### src/rtl/snake_head_stepper_if.sv
// Snake head stepper bus: direction/control inputs and head/status outputs.
// master drives snakeDirection/enable/restart; slave drives head_x/head_y/heading/step/collision/running.
interface snake_head_stepper_if #(
    parameter int GRID_W = 16,
    parameter int GRID_H = 16
);
    localparam int XW = $clog2(GRID_W);
    localparam int YW = $clog2(GRID_H);

    logic [1:0]    snakeDirection;
    logic          enable;
    logic          restart;
    logic [XW-1:0] head_x;
    logic [YW-1:0] head_y;
    logic [1:0]    heading;
    logic          step;
    logic          collision;
    logic          running;

    modport master (
        output snakeDirection,
        output enable,
        output restart,
        input  head_x,
        input  head_y,
        input  heading,
        input  step,
        input  collision,
        input  running
    );

    modport slave (
        input  snakeDirection,
        input  enable,
        input  restart,
        output head_x,
        output head_y,
        output heading,
        output step,
        output collision,
        output running
    );
endinterface

### src/rtl/snake_head_stepper.sv
// Snake head stepper: moves the head one cell per game tick, drops reversals, detects walls.
// Ports: clk, reset (async active-low), bus (slave: dir/enable/restart in; head/heading/step/collision/running out).
module snake_head_stepper #(
    parameter int GRID_W   = 16,
    parameter int GRID_H   = 16,
    parameter int TICK_DIV = 4,
    parameter int START_X  = 8,
    parameter int START_Y  = 8
) (
    input  logic                 clk,
    input  logic                 reset,
    snake_head_stepper_if.slave  bus
);
    localparam int XW = $clog2(GRID_W);
    localparam int YW = $clog2(GRID_H);
    localparam int TW = $clog2(TICK_DIV);

    localparam logic [XW-1:0] X_START = XW'(START_X);
    localparam logic [YW-1:0] Y_START = YW'(START_Y);
    localparam logic [XW-1:0] X_LAST  = XW'(GRID_W - 1);
    localparam logic [YW-1:0] Y_LAST  = YW'(GRID_H - 1);
    localparam logic [TW-1:0] T_LAST  = TW'(TICK_DIV - 1);

    localparam logic [1:0] DIR_UP    = 2'b00;
    localparam logic [1:0] DIR_LEFT  = 2'b01;
    localparam logic [1:0] DIR_DOWN  = 2'b10;
    localparam logic [1:0] DIR_RIGHT = 2'b11;

    typedef enum logic [1:0] {
        S_IDLE,
        S_RUN,
        S_PAUSE,
        S_DEAD
    } state_e;

    state_e        state_q, state_d;
    logic [XW-1:0] x_q, x_d, x_next;
    logic [YW-1:0] y_q, y_d, y_next;
    logic [1:0]    heading_q, heading_d;
    logic [1:0]    pend_q, pend_d;
    logic [TW-1:0] tick_q, tick_d;
    logic          step_q, step_d;
    logic          wall_hit;
    logic          tick_end;
    logic          reversal;
    logic          running;
    logic          collision;

    // Bound check first, so the +/- below never has to wrap.
    always_comb begin
        x_next   = x_q;
        y_next   = y_q;
        wall_hit = 1'b0;
        unique case (pend_q)
            DIR_UP: begin
                wall_hit = (y_q == '0);
                if (!wall_hit) y_next = y_q - YW'(1);
            end
            DIR_LEFT: begin
                wall_hit = (x_q == '0);
                if (!wall_hit) x_next = x_q - XW'(1);
            end
            DIR_DOWN: begin
                wall_hit = (y_q == Y_LAST);
                if (!wall_hit) y_next = y_q + YW'(1);
            end
            DIR_RIGHT: begin
                wall_hit = (x_q == X_LAST);
                if (!wall_hit) x_next = x_q + XW'(1);
            end
        endcase
    end

    // Restart outranks both enable and the step.
    assign tick_end = (state_q == S_RUN) && bus.enable
                      && !bus.restart && (tick_q == T_LAST);

    // Opposite directions differ only in bit 1.
    assign reversal = ((bus.snakeDirection ^ heading_q) == 2'b10);

    always_ff @(posedge clk or negedge reset) begin
        if (!reset) begin
            state_q <= S_IDLE;
        end else begin
            state_q <= state_d;
        end
    end

    always_comb begin
        state_d = state_q;
        if (bus.restart) begin
            state_d = S_IDLE;
        end else begin
            unique case (state_q)
                S_IDLE: begin
                    if (bus.enable) state_d = S_RUN;
                end
                S_RUN: begin
                    if (!bus.enable)
                        state_d = S_PAUSE;
                    else if (tick_end && wall_hit)
                        state_d = S_DEAD;
                end
                S_PAUSE: begin
                    if (bus.enable) state_d = S_RUN;
                end
                S_DEAD: begin
                    state_d = S_DEAD;
                end
            endcase
        end
    end

    always_comb begin
        running   = (state_q == S_RUN);
        collision = (state_q == S_DEAD);
    end

    always_comb begin
        x_d       = x_q;
        y_d       = y_q;
        heading_d = heading_q;
        pend_d    = pend_q;
        tick_d    = tick_q;
        step_d    = 1'b0;
        if (bus.restart) begin
            x_d       = X_START;
            y_d       = Y_START;
            heading_d = DIR_UP;
            pend_d    = DIR_UP;
            tick_d    = '0;
        end else if (state_q != S_DEAD) begin
            if (!reversal) pend_d = bus.snakeDirection;
            if (state_q == S_IDLE) begin
                tick_d = '0;
            end else if (state_q == S_RUN && bus.enable) begin
                if (tick_end) begin
                    tick_d    = '0;
                    heading_d = pend_q;
                    if (!wall_hit) begin
                        x_d    = x_next;
                        y_d    = y_next;
                        step_d = 1'b1;
                    end
                end else begin
                    tick_d = tick_q + TW'(1);
                end
            end
        end
    end

    always_ff @(posedge clk or negedge reset) begin
        if (!reset) begin
            x_q       <= X_START;
            y_q       <= Y_START;
            heading_q <= DIR_UP;
            pend_q    <= DIR_UP;
            tick_q    <= '0;
            step_q    <= 1'b0;
        end else begin
            x_q       <= x_d;
            y_q       <= y_d;
            heading_q <= heading_d;
            pend_q    <= pend_d;
            tick_q    <= tick_d;
            step_q    <= step_d;
        end
    end

    assign bus.head_x    = x_q;
    assign bus.head_y    = y_q;
    assign bus.heading   = heading_q;
    assign bus.step      = step_q;
    assign bus.collision = collision;
    assign bus.running   = running;
endmodule
### src/flat_wrapper.sv
// flat-port wrapper written by rule: the top's interface ports become plain ports
module snake_head_stepper_flat 
#(
    parameter int GRID_W   = 16,
    parameter int GRID_H   = 16,
    parameter int TICK_DIV = 4,
    parameter int START_X  = 8,
    parameter int START_Y  = 8
)
  (clk, reset, bus_snakeDirection, bus_enable, bus_restart, bus_head_x, bus_head_y, bus_heading, bus_step, bus_collision, bus_running);
  snake_head_stepper_if #(.GRID_W(GRID_W), .GRID_H(GRID_H)) bus_i ();
  input  logic clk;
  input  logic reset;
  input wire logic [$bits(bus_i.snakeDirection)-1:0] bus_snakeDirection;
  input wire logic [$bits(bus_i.enable)-1:0] bus_enable;
  input wire logic [$bits(bus_i.restart)-1:0] bus_restart;
  output wire logic [$bits(bus_i.head_x)-1:0] bus_head_x;
  output wire logic [$bits(bus_i.head_y)-1:0] bus_head_y;
  output wire logic [$bits(bus_i.heading)-1:0] bus_heading;
  output wire logic [$bits(bus_i.step)-1:0] bus_step;
  output wire logic [$bits(bus_i.collision)-1:0] bus_collision;
  output wire logic [$bits(bus_i.running)-1:0] bus_running;
  assign bus_i.snakeDirection = bus_snakeDirection;
  assign bus_i.enable = bus_enable;
  assign bus_i.restart = bus_restart;
  assign bus_head_x = bus_i.head_x;
  assign bus_head_y = bus_i.head_y;
  assign bus_heading = bus_i.heading;
  assign bus_step = bus_i.step;
  assign bus_collision = bus_i.collision;
  assign bus_running = bus_i.running;
  snake_head_stepper #(.GRID_W(GRID_W), .GRID_H(GRID_H), .TICK_DIV(TICK_DIV), .START_X(START_X), .START_Y(START_Y)) u_core (.clk(clk), .reset(reset), .bus(bus_i));
endmodule
### config.mk
export PLATFORM = sky130hd
export DESIGN_NAME = snake_head_stepper_flat
export DESIGN_NICKNAME = d
export VERILOG_FILES = /design/src/rtl/snake_head_stepper_if.sv /design/src/rtl/snake_head_stepper.sv /design/src/flat_wrapper.sv
export SDC_FILE = /design/constraint.sdc
export NUM_CORES = 1
export LEC_CHECK = 0
export CAP_MARGIN = 0
export CORE_MARGIN = 8
export CORE_UTILIZATION = 35
export DETAILED_ROUTE_END_ITERATION = 7
export SYNTH_ARGS = -nofsm -noshare
export SYNTH_HDL_FRONTEND = slang
export SYNTH_SLANG_ARGS = --single-unit
### constraint.sdc
create_clock -name clk -period 2.5 [get_ports clk]
set_input_delay 0.75 -clock clk [delete_from_list [all_inputs] [get_ports clk]]
set_output_delay 0.75 -clock clk [all_outputs]
set_load 0.01 [all_outputs]
======== After elaboration in Yosys (flattened, before gate mapping) ========
Cells that the tools add are included.
cells by class
  $add $sub $neg .......................... 5
  equal/unequal tests ..................... 20
  mux-type cells .......................... 43
  bitwise operators ....................... 1
  reductions and logical operators ........ 22
operators with widths
  operator               number
  $mux W4                16
  $mux W2                17
  $pmux W4 S2            2
  $reduce_and A8 Y1      2
  $eq A2 B2 Y1 const B   6
  $ne A3 B3 Y1 const B   4
  $reduce_bool A3 Y1     3
  $add A4 B1 Y4 const B  2
  $eq A4 B4 Y1 const B   2
  $logic_not A4 Y1       2
  $ne A2 B2 Y1 const B   4
  $sub A4 B1 Y4 const B  2
  $mux W1                6
  $pmux W2 S3            1
  $reduce_and A2 Y1      3
  $reduce_bool A2 Y1     3
  $eq A2 B1 Y1 const B   2
  $logic_and A1 B1 Y1    4
  $logic_not A2 Y1       2
  $ne A4 B3 Y1 const B   1
  $pmux W1 S4            1
  $reduce_and A4 Y1      1
  $ne A3 B1 Y1 const B   1
  $add A2 B1 Y2 const B  1
  3 further kinds        3
word-level totals
  bits in registers ....................... 17
  logic and storage cells ................. 98

======== Longest topological paths before layout ========
Gate-level depths: netlist of the first run.
  depth after elaboration ................. 9
  gate-level depth with buffers ........... 7
  mapped depth without buffers ............ 7

======== Least setup slack after synthesis of the first run ========
No wires, ideal clock.
  path type ............................... register to register
  start ................................... register u_core.pend_q[1]
  end ..................................... register u_core.y_q[3] (netlist: u_core.bus.head_y[3])
  arrival ................................. 1.816 ns
  path slack .............................. 0.609 ns
  stages on the path, launching flop included .. 8
  clock period less this slack ............ 1.891 ns
  cells stage by stage .................... dfrtp_1 > buf_1 > nand2_1 > ha_1 > a21oi_1 > a211o_1 > o22ai_1 > mux2i_1
between the ends
  longest elaborated chain between the ends .. 8
ends and longest elaborated chain
  element                                                  line                       source
  start: declaration                                       snake_head_stepper.sv:40   logic [1:0] pend_q, pend_d;
  start signal: assignment                                 snake_head_stepper.sv:164  pend_q <= pend_d;
  $eq A2 B2 Y1 / $logic_not A2 Y1 (equally long branches)  snake_head_stepper.sv:54   unique case (pend_q)
  $pmux W4 S2                                              snake_head_stepper.sv:54
  $mux W4                                                  snake_head_stepper.sv:140  if (!wall_hit) begin
  $mux W4                                                  snake_head_stepper.sv:137  if (tick_end) begin
  $mux W4                                                  snake_head_stepper.sv:136  end else if (state_q == S_RUN && bus.enable) begin
  $mux W4                                                  snake_head_stepper.sv:134  if (state_q == S_IDLE) begin
  $mux W4                                                  snake_head_stepper.sv:132  end else if (state_q != S_DEAD) begin
  $mux W4                                                  snake_head_stepper.sv:126  if (bus.restart) begin
  end signal: assignment                                   snake_head_stepper.sv:162  y_q <= y_d;
  end: declaration                                         snake_head_stepper.sv:38   logic [YW-1:0] y_q, y_d, y_next;
Parallel ways exist; a longest one is shown, timed or not. The select of a mux whose other input is x is not followed.
A chain may end at the register's enable or synchronous reset.

======== Worst setup path in the final report of the first run ========
  start ................................... register u_core.state_q[1]
  end ..................................... output bus_collision
between the ends
  longest elaborated chain between the ends .. 1
ends and longest elaborated chain
  element                   line                       source
  start: declaration        snake_head_stepper.sv:36   state_e state_q, state_d;
  start signal: assignment  snake_head_stepper.sv:85   state_q <= state_d;
  $eq A2 B2 Y1              snake_head_stepper.sv:116  collision = (state_q == S_DEAD);
  end: declaration          flat_wrapper.sv:21         output wire logic [$bits(bus_i.collision)-1:0] bus_collision;
No other way between the ends.

==> run_results.csv, run 1 <==
group,metric,value,unit
status,status,"complete, no violations",
global_routing,antenna_found_initial,0,
synthesis,synth_cell_type_count,34,
worst_setup_path,end_kind,"primary output",
worst_setup_path,path_delay_family,"buffers and inverters",
synthesis,syn_nets,130,
sta,fin_skew,3.30,ps
sta,fin_crit,2270,ps
power_and_ir_drop,p_sw,0.000127,W
layout,final_util,46.0,%
floorplanning,die_area,5290,um^2
sta,worst_slack,233,ps
worst_hold_path,hold_class,"reg2reg",
floorplanning,die_h,72.8,um
sta,rsz0062_at_grt,"no",
sta,max_freq,0.441,GHz
floorplanning,core_area,3050,um^2
synthesis,yosys_most_used_dff,"dfrtp_1",
worst_setup_path,critical_path_buf_inv_count,2,
cts,cts_tree,"built",
layout,area_growth,24.6,%
floorplanning,die_w,72.8,um
worst_setup_path,critPathKind,"reg2out",
worst_setup_path,critPathArrivalTime,1520,ps
worst_hold_path,hold_path_depth,2,
cts,postCtsSetupBuffers,0,
power_and_ir_drop,p_int,0.000364,W
synthesis,avgSynthCellArea,9.64,um^2
global_routing,grt_overflow,0,
worst_setup_path,reg2reg_from,"u_core.pend_q[1]$_DFFE_PN0P_",
synthesis,synth_top_area_share,33.3,%
worst_setup_path,ff2ff_path_depth,6,
route,via_count,924,
route,viasPerCell,5.05,
cts,cts_root_buf,"clkbuf_4",
worst_setup_path,slowest_stage,"clkdlybuf4s50_1",
floorplanning,placementRows,20,
floorplanning,io_pins,19,
route,drcViolationCount,0,
synthesis,yosys_warnings,0,
worst_hold_path,min-delay-start,"u_core.bus.head_y[3]$_DFFE_PN1P_",
worst_setup_path,required,1750,ps
sta,setup_viol,0,
cts,clk_pin_slew,100,ps
sta,fin_crit_sh,90.7,%
synthesis,yosys.area.top_type,"dfrtp_1",
sta,holdWs,572,ps
global_routing,grt_pass1_vias,996,
sta,tns,0,ps
synthesis,synth_edf_count,0,
route,drtAntennaViolNets,0,
global_routing,grt_max_degree,20,
global_routing,gr-max-usage-layer,"met2",
synthesis,yosys_register_bits,17,
route,drtIter0Drc,31,
place,place_congestion,0.788,
place,dp_hpwl,1.89,mm
worst_setup_path,cpPeakStageDelay,530,ps
route,wl,2.53,mm
global_routing,grt_use_met3,4.12,%
worst_setup_path,r2r_slack,410,ps
worst_setup_path,crit_chain,"nand2_1 -> inv_1 -> clkdlybuf4s50_1",
power_and_ir_drop,leakage,0.609,nW
worst_setup_path,reg2reg_to,"u_core.bus.head_x[3]$_DFFE_PN1P_",
power_and_ir_drop,power.density,350,nW/um^2
global_routing,grt_pass1_wl,4.53,mm
cts,cts_sinks,17,
synthesis,seq_area_frac_synth,38.0,%
sta,slew_headroom,71.6,%
cts,clock_latency,290,ps
synthesis,synth_area_leaders,"dfrtp_1, mux2i_1, a21oi_1",
layout,nets,153,
layout,insertedDiodeCount,0,
global_routing,grtUsageMet1,12.0,%
cts,ctsResizeCount,0,
layout,drive_gt1_share,10.1,%
worst_setup_path,cp-start-kind,"flop",
power_and_ir_drop,pwr-share-seq,58.5,%
power_and_ir_drop,clock_power_share,30.1,%
place,place_ws,59.6,ps
power_and_ir_drop,ir_drop,0.000194,V
place,io_buffers,18,
cts,hold_buffers,0,
synthesis,synthCells,117,
synthesis,synthArstFlopShare,100,%
global_routing,groute.usage.overall,10.4,%
route,wl_per_cell,13.8,um
synthesis,synth_commonest_cells,"dfrtp_1, a21oi_1, inv_1",
power_and_ir_drop,pwr-share-comb,11.3,%
route,firstDrtPassIters,4,
sta,hold_viol,0,
worst_hold_path,worstHoldEndpoint,"u_core.bus.head_y[3]$_DFFE_PN1P_",
sta,max_slew.worst_pin.slew,425,ps
synthesis,synthesis.area,1130,um^2
sta,maxSlewViolCount,0,
cts,htree_levels,1,
job,maxCapViolCount,0,
cts,cts_buffers,3,
global_routing,grtUsageMet2,17.9,%
cts,cts_buffer_depth,2,
power_and_ir_drop,swShare,25.9,%
worst_setup_path,critPathMaxFanout,8,
floorplanning,start_util,36.9,%
synthesis,yosys.cell_count.top_type,"dfrtp_1",
[metal layers]
metal / routed length (um) / vias to the layer above
li1: - / 461
met3: 150 / 2
met2: 1200 / 15
met1: 1180 / 446
met4: 7 / 0
met5: 0 / -
[cell families after synthesis]
logic type,share of synthesized area [%]
adders and majority gates,9.10
muxes,8.21
AOI/OAI and AO/OA,17.2
buffers and inverters,4.33
DFF,38.0
and+or+nand+nor,20.1
xor gates and xnor gates,3.11
[power by group through the flow]
stage	logic, W	clock network (W)	registers [W]
finish	0.0000557	0.000148	0.000288
global route	0.0000622	0.000165	0.000289
CTS	0.0000570	0.000155	0.000288
detailed placement	0.0000567	0	0.000293
global placement	0.0000554	0	0.000293
floorplan	0.0000342	0	0.000288
[state kept, by name (all words and copies together) (netlist names)]
register	flops
u_core.bus.step	1
u_core.bus.head_y	4
u_core.tick_q	2
u_core.pend_q	2
u_core.bus.heading	2
u_core.state_q	2
u_core.bus.head_x	4
[cell type report]
class,instances,area (um^2)
fillers,308,1650
well taps,44,55.1
clock buffers,3,22.5
multi-input cells,87,651
repair buffers,22,210
inverters,9,33.8
flip-flops and latches,17,428
clock inverters,1,5.00
[cell usage in the layout (no fill, tap or decap), types with 3 or more instances in the layout]
cell type	instances
a21oi_1	13
buf_4	4
clkbuf_4	3
clkdlybuf4s50_1	18
dfrtp_1	15
ha_1	5
inv_1	9
mux2i_1	7
nand2_1	6
nand3_1	5
nor2_1	6
nor2b_1	6
o21ai_0	7
or3_1	3
[per-stage QoR]
stage	cell area, um^2	total power (W)	cells
after floorplan	1130	0.000323	117
after global placement	1380	0.000348	179
after detailed placement	1380	0.000349	179
after CTS	1410	0.000500	183
after global routing	1410	0.000516	183
final	1410	0.000491	183
[worst min-delay path: cells and delay by family (launching register included)]
| kind | cells | cell delay, ps |
|---|---|---|
| flops | 1 | 410 |
| simple gates | 1 | 90 |
| mux | 1 | 70 |
[worst max-delay path by stage]
stage               slack [ps]  cells past startpoint                           from                               end
floorplan                  610                      7   u_core.pend_q[1]$_DFFE_PN0P_  u_core.bus.head_y[3]$_DFFE_PN1P_
global placement           120                      5                     bus_enable  u_core.bus.head_x[2]$_DFFE_PN0P_
detailed placement          60                      5                     bus_enable  u_core.bus.head_x[2]$_DFFE_PN0P_
CTS                        210                      3  u_core.state_q[1]$_DFFE_PN0P_                     bus_collision
global route               160                      3  u_core.state_q[1]$_DFFE_PN0P_                     bus_collision
finish                     230                      3  u_core.state_q[1]$_DFFE_PN0P_                     bus_collision
Power figures use the tool's default switching activity.
==> run 2, diff against run 1 <==
--- a/config.mk
+++ b/config.mk
@@ -5,6 +5,7 @@
 export SDC_FILE = /design/constraint.sdc
 export NUM_CORES = 1
 export LEC_CHECK = 0
+export ABC_CLOCK_PERIOD_IN_PS = 2500
 export CAP_MARGIN = 0
 export CORE_MARGIN = 8
 export CORE_UTILIZATION = 35
==> results of run 2 <==
Same layout as run 1: the final DEF is identical, and so are final timing and power.
